==> config.mk <==
export PLATFORM = sky130hd
export DESIGN_NAME = vga_timing_decoder_flat
export DESIGN_NICKNAME = d
export VERILOG_FILES = /design/src/rtl/vga_timing_decoder_if.sv /design/src/rtl/vga_timing_decoder.sv /design/src/flat_wrapper.sv
export SDC_FILE = /design/constraint.sdc
export NUM_CORES = 1
export LEC_CHECK = 0
export CORE_ASPECT_RATIO = 1.75
export CORE_MARGIN = 4
export CORE_UTILIZATION = 25
export DETAILED_ROUTE_END_ITERATION = 10
export PLACE_DENSITY = 0.42
export SLEW_MARGIN = 20
export SYNTH_ARGS = -nofsm -noshare
export SYNTH_HDL_FRONTEND = slang
export SYNTH_SLANG_ARGS = --single-unit
==> constraint.sdc <==
create_clock -name clk -period 4.6 [get_ports clk]
set_input_delay 0.46 -clock clk [delete_from_list [all_inputs] [get_ports clk]]
set_output_delay 0.46 -clock clk [all_outputs]
set_load 0.05 [all_outputs]
==> src/rtl/vga_timing_decoder_if.sv <==
// vga_timing_decoder_if: sync inputs and decoded timing/status outputs of the VGA timing decoder
interface vga_timing_decoder_if;
  logic       clk_pixel;
  logic       hsync;
  logic       vsync;
  logic [9:0] x;
  logic [9:0] y;
  logic       active;
  logic       locked;
  logic       frame_start;
  logic       err;
  logic [7:0] err_count;
  modport master (
    output clk_pixel, hsync, vsync,
    input  x, y, active, locked, frame_start, err, err_count
  );
  modport slave (
    input  clk_pixel, hsync, vsync,
    output x, y, active, locked, frame_start, err, err_count
  );
endinterface

==> src/rtl/vga_timing_decoder.sv <==
// vga_timing_decoder: recovers pixel coordinates from hsync/vsync and monitors line/frame timing for lock and errors
module vga_timing_decoder #(
  parameter int H_ACTIVE    = 640,
  parameter int H_FP        = 16,
  parameter int H_SYNC      = 96,
  parameter int H_BP        = 48,
  parameter int V_ACTIVE    = 480,
  parameter int V_FP        = 10,
  parameter int V_SYNC      = 2,
  parameter int V_BP        = 33,
  parameter bit SYNC_POL    = 1'b0,
  parameter int LOCK_FRAMES = 2
) (
  input logic clk,
  input logic rst,
  vga_timing_decoder_if.slave bus
);
  localparam int H_TOTAL = H_ACTIVE + H_FP + H_SYNC + H_BP;
  localparam int V_TOTAL = V_ACTIVE + V_FP + V_SYNC + V_BP;
  localparam int H_START = H_SYNC + H_BP;
  localparam int V_START = V_SYNC + V_BP;
  localparam int H_MAX   = 2 * H_TOTAL - 1;
  localparam int HW      = $clog2(2 * H_TOTAL);
  localparam int GW      = $clog2(LOCK_FRAMES + 1);
  localparam logic [1:0] SEARCH = 2'd0, TRACK = 2'd1, LOCKED = 2'd2;

  logic          hs_prev, vs_prev, vs_pend, line_exempt, frame_exempt, bad_in_frame;
  logic [HW-1:0] h_cnt, h_nxt;
  logic [9:0]    v_cnt, v_nxt;
  logic [1:0]    state, state_nxt;
  logic [GW-1:0] good, good_nxt;
  logic          hs_edge, vs_edge, new_frame, line_bad, frame_bad, timeout, err_nxt, in_h, in_v;

  always_comb begin
    hs_edge   = (bus.hsync == SYNC_POL) && (hs_prev != SYNC_POL);
    vs_edge   = (bus.vsync == SYNC_POL) && (vs_prev != SYNC_POL);
    new_frame = hs_edge && (vs_pend || vs_edge);
    h_nxt     = hs_edge ? '0 : (h_cnt == HW'(H_MAX)) ? h_cnt : h_cnt + 1'b1;
    v_nxt     = new_frame ? '0 : !hs_edge ? v_cnt : (v_cnt == 10'd1023) ? v_cnt : v_cnt + 10'd1;
    line_bad  = hs_edge && !line_exempt && (h_cnt != HW'(H_TOTAL - 1));
    // The line closing at frame_start belongs to the frame being judged
    frame_bad = new_frame && !frame_exempt &&
                ((v_cnt != 10'(V_TOTAL - 1)) || bad_in_frame || line_bad);
    timeout   = (state != SEARCH) && !hs_edge && (h_cnt == HW'(H_MAX - 1));
    err_nxt   = timeout || (state == TRACK && line_bad) ||
                (state == LOCKED && (line_bad || frame_bad));
    in_h      = (h_nxt >= HW'(H_START)) && (h_nxt < HW'(H_START + H_ACTIVE));
    in_v      = (v_nxt >= 10'(V_START)) && (v_nxt < 10'(V_START + V_ACTIVE));
    state_nxt = state;
    good_nxt  = good;
    if (timeout) begin
      state_nxt = SEARCH;
      good_nxt  = '0;
    end else if (state == SEARCH) begin
      state_nxt = new_frame ? TRACK : SEARCH;
      good_nxt  = '0;
    end else if (state == TRACK) begin
      if (new_frame) begin
        good_nxt  = frame_bad ? '0 : good + 1'b1;
        state_nxt = (!frame_bad && (good + 1'b1 == GW'(LOCK_FRAMES))) ? LOCKED : TRACK;
      end
    end else if (line_bad || frame_bad) begin
      state_nxt = TRACK;
      good_nxt  = '0;
    end
  end

  always_ff @(posedge clk) begin
    if (rst) begin
      hs_prev          <= ~SYNC_POL;
      vs_prev          <= ~SYNC_POL;
      vs_pend          <= 1'b0;
      line_exempt      <= 1'b1;
      frame_exempt     <= 1'b1;
      bad_in_frame     <= 1'b0;
      h_cnt            <= '0;
      v_cnt            <= '0;
      state            <= SEARCH;
      good             <= '0;
      bus.x            <= '0;
      bus.y            <= '0;
      bus.active       <= 1'b0;
      bus.locked       <= 1'b0;
      bus.frame_start  <= 1'b0;
      bus.err          <= 1'b0;
      bus.err_count    <= '0;
    end else begin
      bus.frame_start <= 1'b0;
      bus.err         <= 1'b0;
      if (bus.clk_pixel) begin
        hs_prev         <= bus.hsync;
        vs_prev         <= bus.vsync;
        vs_pend         <= hs_edge ? 1'b0 : (vs_pend || vs_edge);
        line_exempt     <= timeout || (line_exempt && !hs_edge);
        frame_exempt    <= timeout || (frame_exempt && !new_frame);
        bad_in_frame    <= new_frame ? 1'b0 : (bad_in_frame || line_bad);
        h_cnt           <= h_nxt;
        v_cnt           <= v_nxt;
        state           <= state_nxt;
        good            <= good_nxt;
        bus.active      <= in_h && in_v;
        bus.x           <= (in_h && in_v) ? 10'(h_nxt - HW'(H_START)) : 10'd0;
        bus.y           <= (in_h && in_v) ? v_nxt - 10'(V_START) : 10'd0;
        bus.locked      <= state_nxt == LOCKED;
        bus.frame_start <= new_frame;
        bus.err         <= err_nxt;
        bus.err_count   <= bus.err_count + 8'((err_nxt && bus.err_count != 8'hFF) ? 1 : 0);
      end
    end
  end
endmodule

==> src/flat_wrapper.sv <==
// flat-port wrapper written by rule: the top's interface ports become plain ports
module vga_timing_decoder_flat 
#(
  parameter int H_ACTIVE    = 640,
  parameter int H_FP        = 16,
  parameter int H_SYNC      = 96,
  parameter int H_BP        = 48,
  parameter int V_ACTIVE    = 480,
  parameter int V_FP        = 10,
  parameter int V_SYNC      = 2,
  parameter int V_BP        = 33,
  parameter bit SYNC_POL    = 1'b0,
  parameter int LOCK_FRAMES = 2
)
  (clk, rst, bus_clk_pixel, bus_hsync, bus_vsync, bus_x, bus_y, bus_active, bus_locked, bus_frame_start, bus_err, bus_err_count);
  vga_timing_decoder_if bus_i ();
  input logic clk;
  input logic rst;
  input wire logic [$bits(bus_i.clk_pixel)-1:0] bus_clk_pixel;
  input wire logic [$bits(bus_i.hsync)-1:0] bus_hsync;
  input wire logic [$bits(bus_i.vsync)-1:0] bus_vsync;
  output wire logic [$bits(bus_i.x)-1:0] bus_x;
  output wire logic [$bits(bus_i.y)-1:0] bus_y;
  output wire logic [$bits(bus_i.active)-1:0] bus_active;
  output wire logic [$bits(bus_i.locked)-1:0] bus_locked;
  output wire logic [$bits(bus_i.frame_start)-1:0] bus_frame_start;
  output wire logic [$bits(bus_i.err)-1:0] bus_err;
  output wire logic [$bits(bus_i.err_count)-1:0] bus_err_count;
  assign bus_i.clk_pixel = bus_clk_pixel;
  assign bus_i.hsync = bus_hsync;
  assign bus_i.vsync = bus_vsync;
  assign bus_x = bus_i.x;
  assign bus_y = bus_i.y;
  assign bus_active = bus_i.active;
  assign bus_locked = bus_i.locked;
  assign bus_frame_start = bus_i.frame_start;
  assign bus_err = bus_i.err;
  assign bus_err_count = bus_i.err_count;
  vga_timing_decoder #(.H_ACTIVE(H_ACTIVE), .H_FP(H_FP), .H_SYNC(H_SYNC), .H_BP(H_BP), .V_ACTIVE(V_ACTIVE), .V_FP(V_FP), .V_SYNC(V_SYNC), .V_BP(V_BP), .SYNC_POL(SYNC_POL), .LOCK_FRAMES(LOCK_FRAMES)) u_core (.clk(clk), .rst(rst), .bus(bus_i));
endmodule
* Word level (Yosys, flattened, before mapping)
Index checks and enable logic that the tools add are counted.
** Word-level totals
- Input bits :: 5
- Output and inout port bits :: 32
- Word-level logic and storage cells :: 101
- Register bits after elaboration :: 63
** Cells by class
- Reductions and logical operators :: 37
- Magnitude comparators :: 4
- Equality and inequality tests :: 11
- Mux-type cells :: 23
- Bitwise operators :: 3
- Add/sub/neg operators :: 6
** Operator list (number)
- 10-bit 2-to-1 mux :: 5
- 2-bit 2-to-1 mux :: 12
- 11-bit == test (second input constant) :: 2
- 11-bit 2-to-1 mux :: 2
- 1-bit logical AND :: 18
- 11-bit by 1-bit adder with 11-bit output (second input constant) :: 1
- 11-bit by 8-bit >= comparator with 1-bit output (second input constant) :: 1
- 11-bit by 10-bit less-than comparator with 1-bit output (second input constant) :: 1
- 11-bit by 10-bit inequality test with 1-bit output (second input constant) :: 1
- 10-bit by 1-bit adder with 10-bit output (second input constant) :: 1
- 10-bit == test (second input constant) :: 1
- 10-bit by 6-bit >= comparator with 1-bit output (second input constant) :: 1
- 10-bit less-than comparator (second input constant) :: 1
- 10-bit inequality test (second input constant) :: 1
- 10-bit by 6-bit subtractor with 10-bit output (second input constant) :: 1
- 10-bit by 8-bit subtractor with 10-bit output (second input constant) :: 1
- 1-bit logical OR :: 9
- 8-bit adder :: 1
- 8-bit inequality test (second input constant) :: 1
- 2-bit == test (second input constant) :: 3
- 1-bit zero test :: 5
- 1-bit 2-to-1 mux :: 4
- 4-bit by 2-bit inequality test with 1-bit output (second input constant) :: 1
- 4-bit nonzero test :: 1
- 7 further kinds :: 9

* Logic depth before layout (Yosys ltp)
Gate-level depths: netlist of run 1.
- Depth in word-level cells :: 14
- Depth in mapped cells :: 14
- Mapped depth without buffers :: 12

* Worst setup path before layout of run 1
Ideal clock, no wire load.
- Path kind :: reg2reg
- Start :: reg u_core.h_cnt[9]
- End :: reg u_core.bus.err_count[7]
- Required time :: 4.530 ns
- Stages on the path, launching flop included :: 11
- Slack :: 1.863 ns
- Arrival time :: 2.667 ns
- Library setup time :: 0.070 ns
- Cell sequence :: dfxtp_1 -> clkbuf_1 -> nor4bb_1 -> nand2b_1 -> or4_1 -> o311a_1 -> nor2_1 -> ha_1 -> nand4_1 -> or3_1 -> a21oi_1
** On the way
- Cells in the longest elaborated chain, start to end :: 10
** Ends and longest elaborated chain
- from (decl) :: line vga_timing_decoder.sv:28 : logic [HW-1:0] h_cnt, h_nxt;
- from (signal assigned) :: line vga_timing_decoder.sv:97 : h_cnt <= h_nxt;
- 11-bit by 10-bit inequality test with 1-bit output :: line vga_timing_decoder.sv:40 : line_bad = hs_edge && !line_exempt && (h_cnt != HW'(H_TOTAL - 1));
- 1-bit logical AND :: line vga_timing_decoder.sv:40
- 1-bit logical OR :: line vga_timing_decoder.sv:43 : ((v_cnt != 10'(V_TOTAL - 1)) || bad_in_frame || line_bad);
- 1-bit logical AND :: line vga_timing_decoder.sv:42 : frame_bad = new_frame && !frame_exempt &&
- 1-bit logical OR :: line vga_timing_decoder.sv:46 : (state == LOCKED && (line_bad || frame_bad));
- 1-bit logical AND :: line vga_timing_decoder.sv:46
- 1-bit logical OR * :: line vga_timing_decoder.sv:45 : err_nxt = timeout || (state == TRACK && line_bad) ||
- 1-bit logical AND * :: line vga_timing_decoder.sv:107 : bus.err_count <= bus.err_count + 8'((err_nxt && bus.err_count != 8'hFF) ? 1 : 0);
- 1-bit 2-to-1 mux * :: line vga_timing_decoder.sv:107
- 8-bit adder * :: line vga_timing_decoder.sv:107
- to (signal assigned) :: line vga_timing_decoder.sv:107
- to (decl) :: line vga_timing_decoder_if.sv:19 : output x, y, active, locked, frame_start, err, err_count
Every way passes the cells marked *; elsewhere a longest branch is shown, timed or not.
A chain may end at the register's enable or synchronous reset.

* Worst setup path after layout of run 1
- Start :: reg u_core.h_cnt[0]
- End :: reg u_core.bus.y[4]
** On the way
- Cells in the longest elaborated chain, start to end :: 7
** Ends and longest elaborated chain
- 11-bit by 1-bit adder with 11-bit output / 11-bit == test (equally long branches) :: line vga_timing_decoder.sv:38 : h_nxt = hs_edge ? '0 : (h_cnt == HW'(H_MAX)) ? h_cnt : h_cnt + 1'b1;
- 11-bit 2-to-1 mux * (2 in a row) :: line vga_timing_decoder.sv:38
- 11-bit by 8-bit >= comparator with 1-bit output / 11-bit by 10-bit less-than comparator with 1-bit output (equally long branches) :: line vga_timing_decoder.sv:47 : in_h = (h_nxt >= HW'(H_START)) && (h_nxt < HW'(H_START + H_ACTIVE));
- 1-bit logical AND * :: line vga_timing_decoder.sv:47
- 1-bit logical AND * :: line vga_timing_decoder.sv:103 : bus.y <= (in_h && in_v) ? v_nxt - 10'(V_START) : 10'd0;
- 10-bit 2-to-1 mux * :: line vga_timing_decoder.sv:103
- to (signal assigned) :: line vga_timing_decoder.sv:103
- to (decl) :: line vga_timing_decoder_if.sv:19
Marked as above.

==> results of run 1 <==
==> tightest hold or removal path, delay by kind of cell (launching register included) <==
family	cells	cell delay [ps]
DFF	1	300
AOI/OAI and AO/OA	1	50
and+or+nand+nor	1	50
==> layout make-up <==
class	instances	area share, %
clock inverter	4	1.17
clock buffer	12	6.06
timing repair buffer	45	9.73
tap	177	5.04
inverter	17	1.45
multi-input combinational	346	47.9
sequential	63	28.7
==> placed cells by master, fill, tap and decap left out, types with 5 or more instances in the layout <==
cell type,Yosys,layout
a21oi_1,30,30
a31oi_1,5,5
and2_1,5,5
buf_4,1,9
clkbuf_16,0,9
clkdlybuf4s50_1,0,36
dfxtp_1,63,63
ha_1,10,10
inv_1,17,17
mux2i_1,12,12
nand2_1,49,49
nand2b_1,5,5
nand3_1,13,13
nand4_1,14,14
nor2_1,49,48
nor3_1,10,10
nor4_1,8,8
o211ai_1,5,5
o21ai_0,18,18
o21ai_1,21,21
o31ai_1,5,5
or3_1,8,8
or4_1,7,7
xnor2_1,13,13
xor2_1,8,8
==> stage by stage <==
| step | cells | power [mW] |
|---|---|---|
| final | 664 | 1.40 |
| after detailed placement | 648 | 0.697 |
| after global placement | 648 | 0.697 |
| after CTS | 664 | 1.42 |
| after global routing | 664 | 1.46 |
| after floorplan | 460 | 0.658 |
==> per-layer routing <==
layer	vias to the layer above	global-route usage (%)	part of all wire, %
li1	1700	-	-
met1	1607	14.9	41
met2	87	25.1	53
met3	19	2.10	3.4
met4	0	6.12	2.9
met5	-	0	0
==> cell families after synthesis <==
logic type / share of synthesized area (%)
AND/OR/NAND/NOR: 26.2
adder cells (fa/ha/maj): 3.50
XOR/XNOR: 5.14
flip-flops: 35.3
multiplexers: 3.36
AO/OA/AOI/OAI: 20.6
buffers and inverters: 5.98
==> registers in the layout, indices dropped and copies added (netlist names), 2 cells and up <==
register and flops:
u_core.bus.err_count 8, u_core.bus.x 10, u_core.bus.y 10, u_core.good 2, u_core.h_cnt 11, u_core.state 2, u_core.v_cnt 10
==> power groups by stage <==
| stage | clock network, mW | registers [mW] | logic, mW |
|---|---|---|---|
| 6_report | 0.716 | 0.568 | 0.116 |
| 5_1_grt | 0.758 | 0.570 | 0.130 |
| 4_1_cts | 0.739 | 0.568 | 0.118 |
| 3_5_place_dp | 0 | 0.580 | 0.118 |
| 3_3_place_gp | 0 | 0.580 | 0.117 |
| 2_1_floorplan | 0 | 0.578 | 0.0797 |
==> path summary, 6_finish.rpt <==
check                                    start                           end  slack (ps)  cells past startpoint
setup / recovery  u_core.h_cnt[0]$_SDFFE_PP0P_  u_core.bus.y[4]$_SDFFE_PP0P_        1190                     13
hold / removal    u_core.bus.x[8]$_SDFFE_PP0P_  u_core.bus.x[8]$_SDFFE_PP0P_         450                      2
setup reg to reg  u_core.h_cnt[0]$_SDFFE_PP0P_  u_core.bus.y[4]$_SDFFE_PP0P_        1190                     13
hold reg to reg   u_core.bus.x[8]$_SDFFE_PP0P_  u_core.bus.x[8]$_SDFFE_PP0P_         450                      2
==> results.ini, run 1 <==
[logic_synthesis]
synth_ff_type = dfxtp_1
synth_common_cells = dfxtp_1, nand2_1, nor2_1
ys_warn_count = 0
ys_ff_latch = 63
synth_edf_count = 0
avgSynthCellArea_sq_um = 7.78
synth_nets = 475
synth_top_area_share_pct = 35.3
synth_cells = 460
ys_seq_area_share_pct = 35.3
synth_area_leader_cell = dfxtp_1
synthTopCellsByArea = dfxtp_1, nand2_1, nor2_1, a21oi_1, ha_1
syn_area_sq_um = 3580
yosysUniqueCellTypes = 57
synth_most_common_cell = dfxtp_1
async_flop_share_pct = 0

[die]
die_area_sq_um = 16400
initial_utilization_pct = 25.6
die_w_um = 98.4
io_pins = 37
core_area_sq_um = 14000
fp.dieH_um = 166
row_count = 57

[power_and_ir_drop]
p_int_mw = 1.06
seqPwrFrac_pct = 40.6
comb_power_share_pct = 8.3
ir_drop_uv = 151
powerDensity_nw_per_um2 = 319
power.switching_uw = 340
clockPowerShare_pct = 51.1
swShare_pct = 24.3
leakage_nw = 1.55

[clocking]
htree_levels = 3
path_clk_slew_ps = 60
cts_inserted_buffers = 9
cts_resized = 0
clkSinkCount = 63
clkLatencyLatePin_ps = 320
cts_tree = done
hold_buffers = 0
cts_buffer_depth = 2
root_buffer = clkbuf_16
post_cts.repair.setup_buffers = 0

[drt]
num_vias = 3413
wl_um = 10800
drtIter0Drc = 120
vias_per_cell = 5.14
drc = 0
avgRoutedWirePerCell_um = 16.2
ant_nets = 0
first_pass_iters = 5

[grt]
antenna_found_initial = 0
grt_pass1_vias = 3480
grt_pass1_wl_um = 18000
overflow = 0
grt.total_usage_pct = 13.6
grt_max_degree = 24

[timing]
layout_setup_ws_ps = 1190
setup_tns_ps = 0
tightest_slew_ps = 880
fmax_ghz = 0.293
hold_viol = 0
setup_violations = 0
finalCriticalPeriod_ps = 3410
rsz0062_at_grt = no
skew_ps = 4.88
period_share_pct = 74.1
hold_slack_ps = 446
slew_viol_final = 0
slew_headroom_pct = 41.2

[worst_setup_path]
critPathCaptureType = flip-flop
critical_path.cell_chain = ha_1 > and3_1 > nand4b_1 > nand4_1 > nand2_1 > ha_1 > nand4_1 > nor4_2 > o31ai_1 > a31oi_1 > o211ai_1 > buf_4 > o21ai_1
crit_fanout = 20
cp_slowest_stage_delay_ps = 570
worstSetupPathType = flip-flop to flip-flop
cp_num_buf_inv = 1
critPathArrivalTime_ps = 3620
required_ps = 4810
cp_top_family = simple AND/OR/NAND/NOR gates
start_kind = flip-flop
cp_slowest_cell = dfxtp_1

[layout]
areaGrowthSynthToFinish_pct = 22.9
final_core_util_pct = 31.5
multiInputGateArea_sq_um = 2100
ff_latch_area_sq_um = 1260
diodes = 0
stdcell_area_sq_um = 4400
layout-drive-gt1-share_pct = 6.16
nets = 497
nFillCells = 1544

[placement]
place.detailed.hpwl_um = 7850
dp_slack_ps = 1050
gp_congestion = 0.809
io_buffer_count = 36
dpl_cell_area_sq_um = 4080

[min_path]
hp-class = flip-flop to flip-flop

[run]
maxCapViolCount = 0

[run_status]
status = completed

Power figures use the tool's default switching activity.
==> run 2, diff against run 1 <==
--- a/config.mk
+++ b/config.mk
@@ -9,7 +9,7 @@
 export CORE_MARGIN = 4
 export CORE_UTILIZATION = 25
 export DETAILED_ROUTE_END_ITERATION = 10
-export PLACE_DENSITY = 0.42
+export PLACE_DENSITY = 0.43
 export SLEW_MARGIN = 20
 export SYNTH_ARGS = -nofsm -noshare
 export SYNTH_HDL_FRONTEND = slang
==> constraint.sdc (replaced) <==
create_clock -name clk -period 3 [get_ports clk]
set_input_delay 0.3 -clock clk [delete_from_list [all_inputs] [get_ports clk]]
set_output_delay 0.3 -clock clk [all_outputs]
set_load 0.05 [all_outputs]
==> run 2 against run 1 <==
Net effect: via count is 3.6% higher; combinational power increased by 88%; flip-flop and latch count did not move; sequential power rose by 52%; clock skew is 0.56 ps higher; clock power increased by 30%; routed wire length up 4.7%; cell count rose by 7.8%; register-to-register slack worse by 980 ps; largest cell class unchanged; global-route usage up 0.42 points.
==> results.ini, run 2 (synthesized netlist as in run 1, its figures left out) <==
[clocking]
root_buffer = clkbuf_16
cts_tree = done
cts_buffer_depth = 2  ; unchanged
htree_levels = 3  ; unchanged
clkLatencyLatePin_ps = 320  ; about the same
clkSinkCount = 63  ; unchanged
path_clk_slew_ps = 50  ; about the same
cts_inserted_buffers = 9  ; unchanged
post_cts.repair.setup_buffers = 0  ; unchanged

[power_and_ir_drop]
leakage_nw = 1.80  ; +16%
ir_drop_uv = 221  ; +46%
powerDensity_nw_per_um2 = 422  ; +32%
p_total_mw = 2.01  ; +44%

[die]
initial_utilization_pct = 25.6  ; unchanged
io_pins = 37  ; unchanged
fp.dieH_um = 166  ; unchanged
die_area_sq_um = 16400  ; unchanged
row_count = 57  ; unchanged
core_area_sq_um = 14000  ; unchanged
die_w_um = 98.4  ; unchanged

[worst_setup_path]
crit_fanout = 20  ; unchanged
cp_slowest_stage_delay_ps = 550  ; -20 ps
critical_path.cell_chain = clkdlybuf4s50_1 > nor2b_2 > buf_4 > or4_1 > and2_1 > nor4_2 > o31ai_1 > a31oi_1 > o211ai_1 > buf_12 > o31ai_2
critPathCaptureType = flip-flop
r2r_cells = 9  ; -4
r2r_slack_ps = 210  ; -980 ps
cp_slowest_cell = clkdlybuf4s50_1
timing.rr.start = u_core.h_cnt[2]$_SDFFE_PP0P_
required_ps = 3240  ; -1570 ps
critPathArrivalTime_ps = 3040  ; -580 ps
start_kind = primary input
r2r_end = u_core.bus.x[0]$_SDFFE_PP0P_
worstSetupPathType = primary input to flip-flop

[timing]
period_share_pct = 93.4
hold_viol = 0  ; unchanged
hold_slack_ps = 442  ; -4.07 ps
fmax_ghz = 0.357
slew_headroom_pct = 48.8  ; +7.6 points
tightest_slew_ps = 767  ; -113 ps
rsz0062_at_grt = no
skew_ps = 5.44  ; +0.556 ps
setup_violations = 0  ; unchanged
slew_viol_final = 0  ; unchanged
finalCriticalPeriod_ps = 2800

[layout]
layout-drive-gt1-share_pct = 15.8  ; +9.6 points
mostFrequentLayoutCell = dfxtp_1
layout_common_cells = dfxtp_1, buf_4, nand2_1
diodes = 0  ; unchanged
final_core_util_pct = 34.2  ; +2.7 points
largest-register = u_core.h_cnt
areaGrowthSynthToFinish_pct = 33.5
largest_reg_flops = 11  ; unchanged
nets = 549  ; +10%

[placement]
io_buffer_count = 36  ; unchanged
place.detailed.hpwl_um = 8690  ; +11%
gp_congestion = 0.856  ; +5.8%

[grt]
grt_pass1_wl_um = 18100  ; +1.1%
grt_pass1_vias = 3524  ; +1.3%
grt.total_usage_pct = 14.0  ; +0.42 points
grt_max_degree = 39  ; +63%
overflow = 0  ; unchanged
antenna_found_initial = 0  ; unchanged

[min_path]
min_delay_path_depth = 2  ; unchanged
hp-class = flip-flop to flip-flop
worstHoldStart = u_core.bus.x[6]$_SDFFE_PP0P_
min_to = u_core.bus.x[6]$_SDFFE_PP0P_

[run]
maxCapViolCount = 0  ; unchanged

[drt]
wl_um = 11300  ; +4.7%
drtIter0Drc = 116  ; -3.3%
num_vias = 3537  ; +3.6%
first_pass_iters = 4  ; -1
vias_per_cell = 4.94  ; -3.9%
ant_nets = 0  ; unchanged
avgRoutedWirePerCell_um = 15.8  ; -2.9%
drc = 0  ; unchanged

[run_status]
status = completed

-- run 2: cell count changes in the layout (fill, tap and decap cells not counted), moves of 2 or more --
cell / before / now
clkbuf_8: 3 / 0
clkinv_2: 1 / 3
buf_4: 9 / 60
clkinvlp_4: 1 / 3
-- run 2: cell type report --
| cell class | instances | area (sq um) |
|---|---|---|
| Fill cell | 1529 | 9200 |
| Multi-Input combinational cell | 346 | 2130 |
| Sequential cell | 63 | 1260 |
| Timing Repair Buffer | 97 | 831 |
| Clock buffer | 10 | 229 |
| Tap cell | 177 | 221 |
| Inverter | 17 | 63.8 |
| Clock inverter | 6 | 37.5 |
-- run 2: critical path: cells and delay by family --
family / cells / cell delay [ps]
simple gates: 4 / 1140
buf+inv: 3 / 930
compound gates: 4 / 680
-- run 2: through the flow --
step	TNS (ps)	instances	setup WS, ps	instance area (sq um)
6_report	0	716	198	4770
3_5_place_dp	-1120	700	-138	4480
5_1_grt	0	716	10.9	4770
3_3_place_gp	-190	700	-74.6	4480
2_1_floorplan	0	460	263	3580
4_1_cts	0	716	52.1	4750
-- run 2: worst max-delay path by stage --
stage	startpoint	end	slack (ps)	depth (start not counted)
after floorplan	u_core.h_cnt[9]$_SDFFE_PP0P_	u_core.bus.err_count[7]$_SDFFE_PP0P_	260	10
after global routing	u_core.v_cnt[0]$_SDFFE_PP0P_	u_core.bus.y[6]$_SDFFE_PP0P_	10	12
after detailed placement	bus_hsync	u_core.bus.x[0]$_SDFFE_PP0P_	-140	11
after global placement	bus_hsync	u_core.bus.x[0]$_SDFFE_PP0P_	-70	11
after CTS	u_core.v_cnt[0]$_SDFFE_PP0P_	u_core.bus.x[1]$_SDFFE_PP0P_	50	12
final	bus_hsync	u_core.bus.x[0]$_SDFFE_PP0P_	200	11
-- run 2: layer usage --
layer	global-route usage, %	wire length, um
met1	14.7	4380
met2	25.9	6170
met3	1.98	285
met4	8.09	460
met5	0	0
-- run 2: report_power, final --
group / switching [mW] / total (mW) / internal [mW]
clock network: 0.380 / 0.933 / 0.554
logic: 0.132 / 0.218 / 0.0859
registers: 0.0108 / 0.862 / 0.851
-- run 2: timing repair --
item,CTS,global route
gates resized for setup,0,5
hold buffers,0,0
endpoints found under the hold margin,0,0
endpoints found under the setup margin,0,23
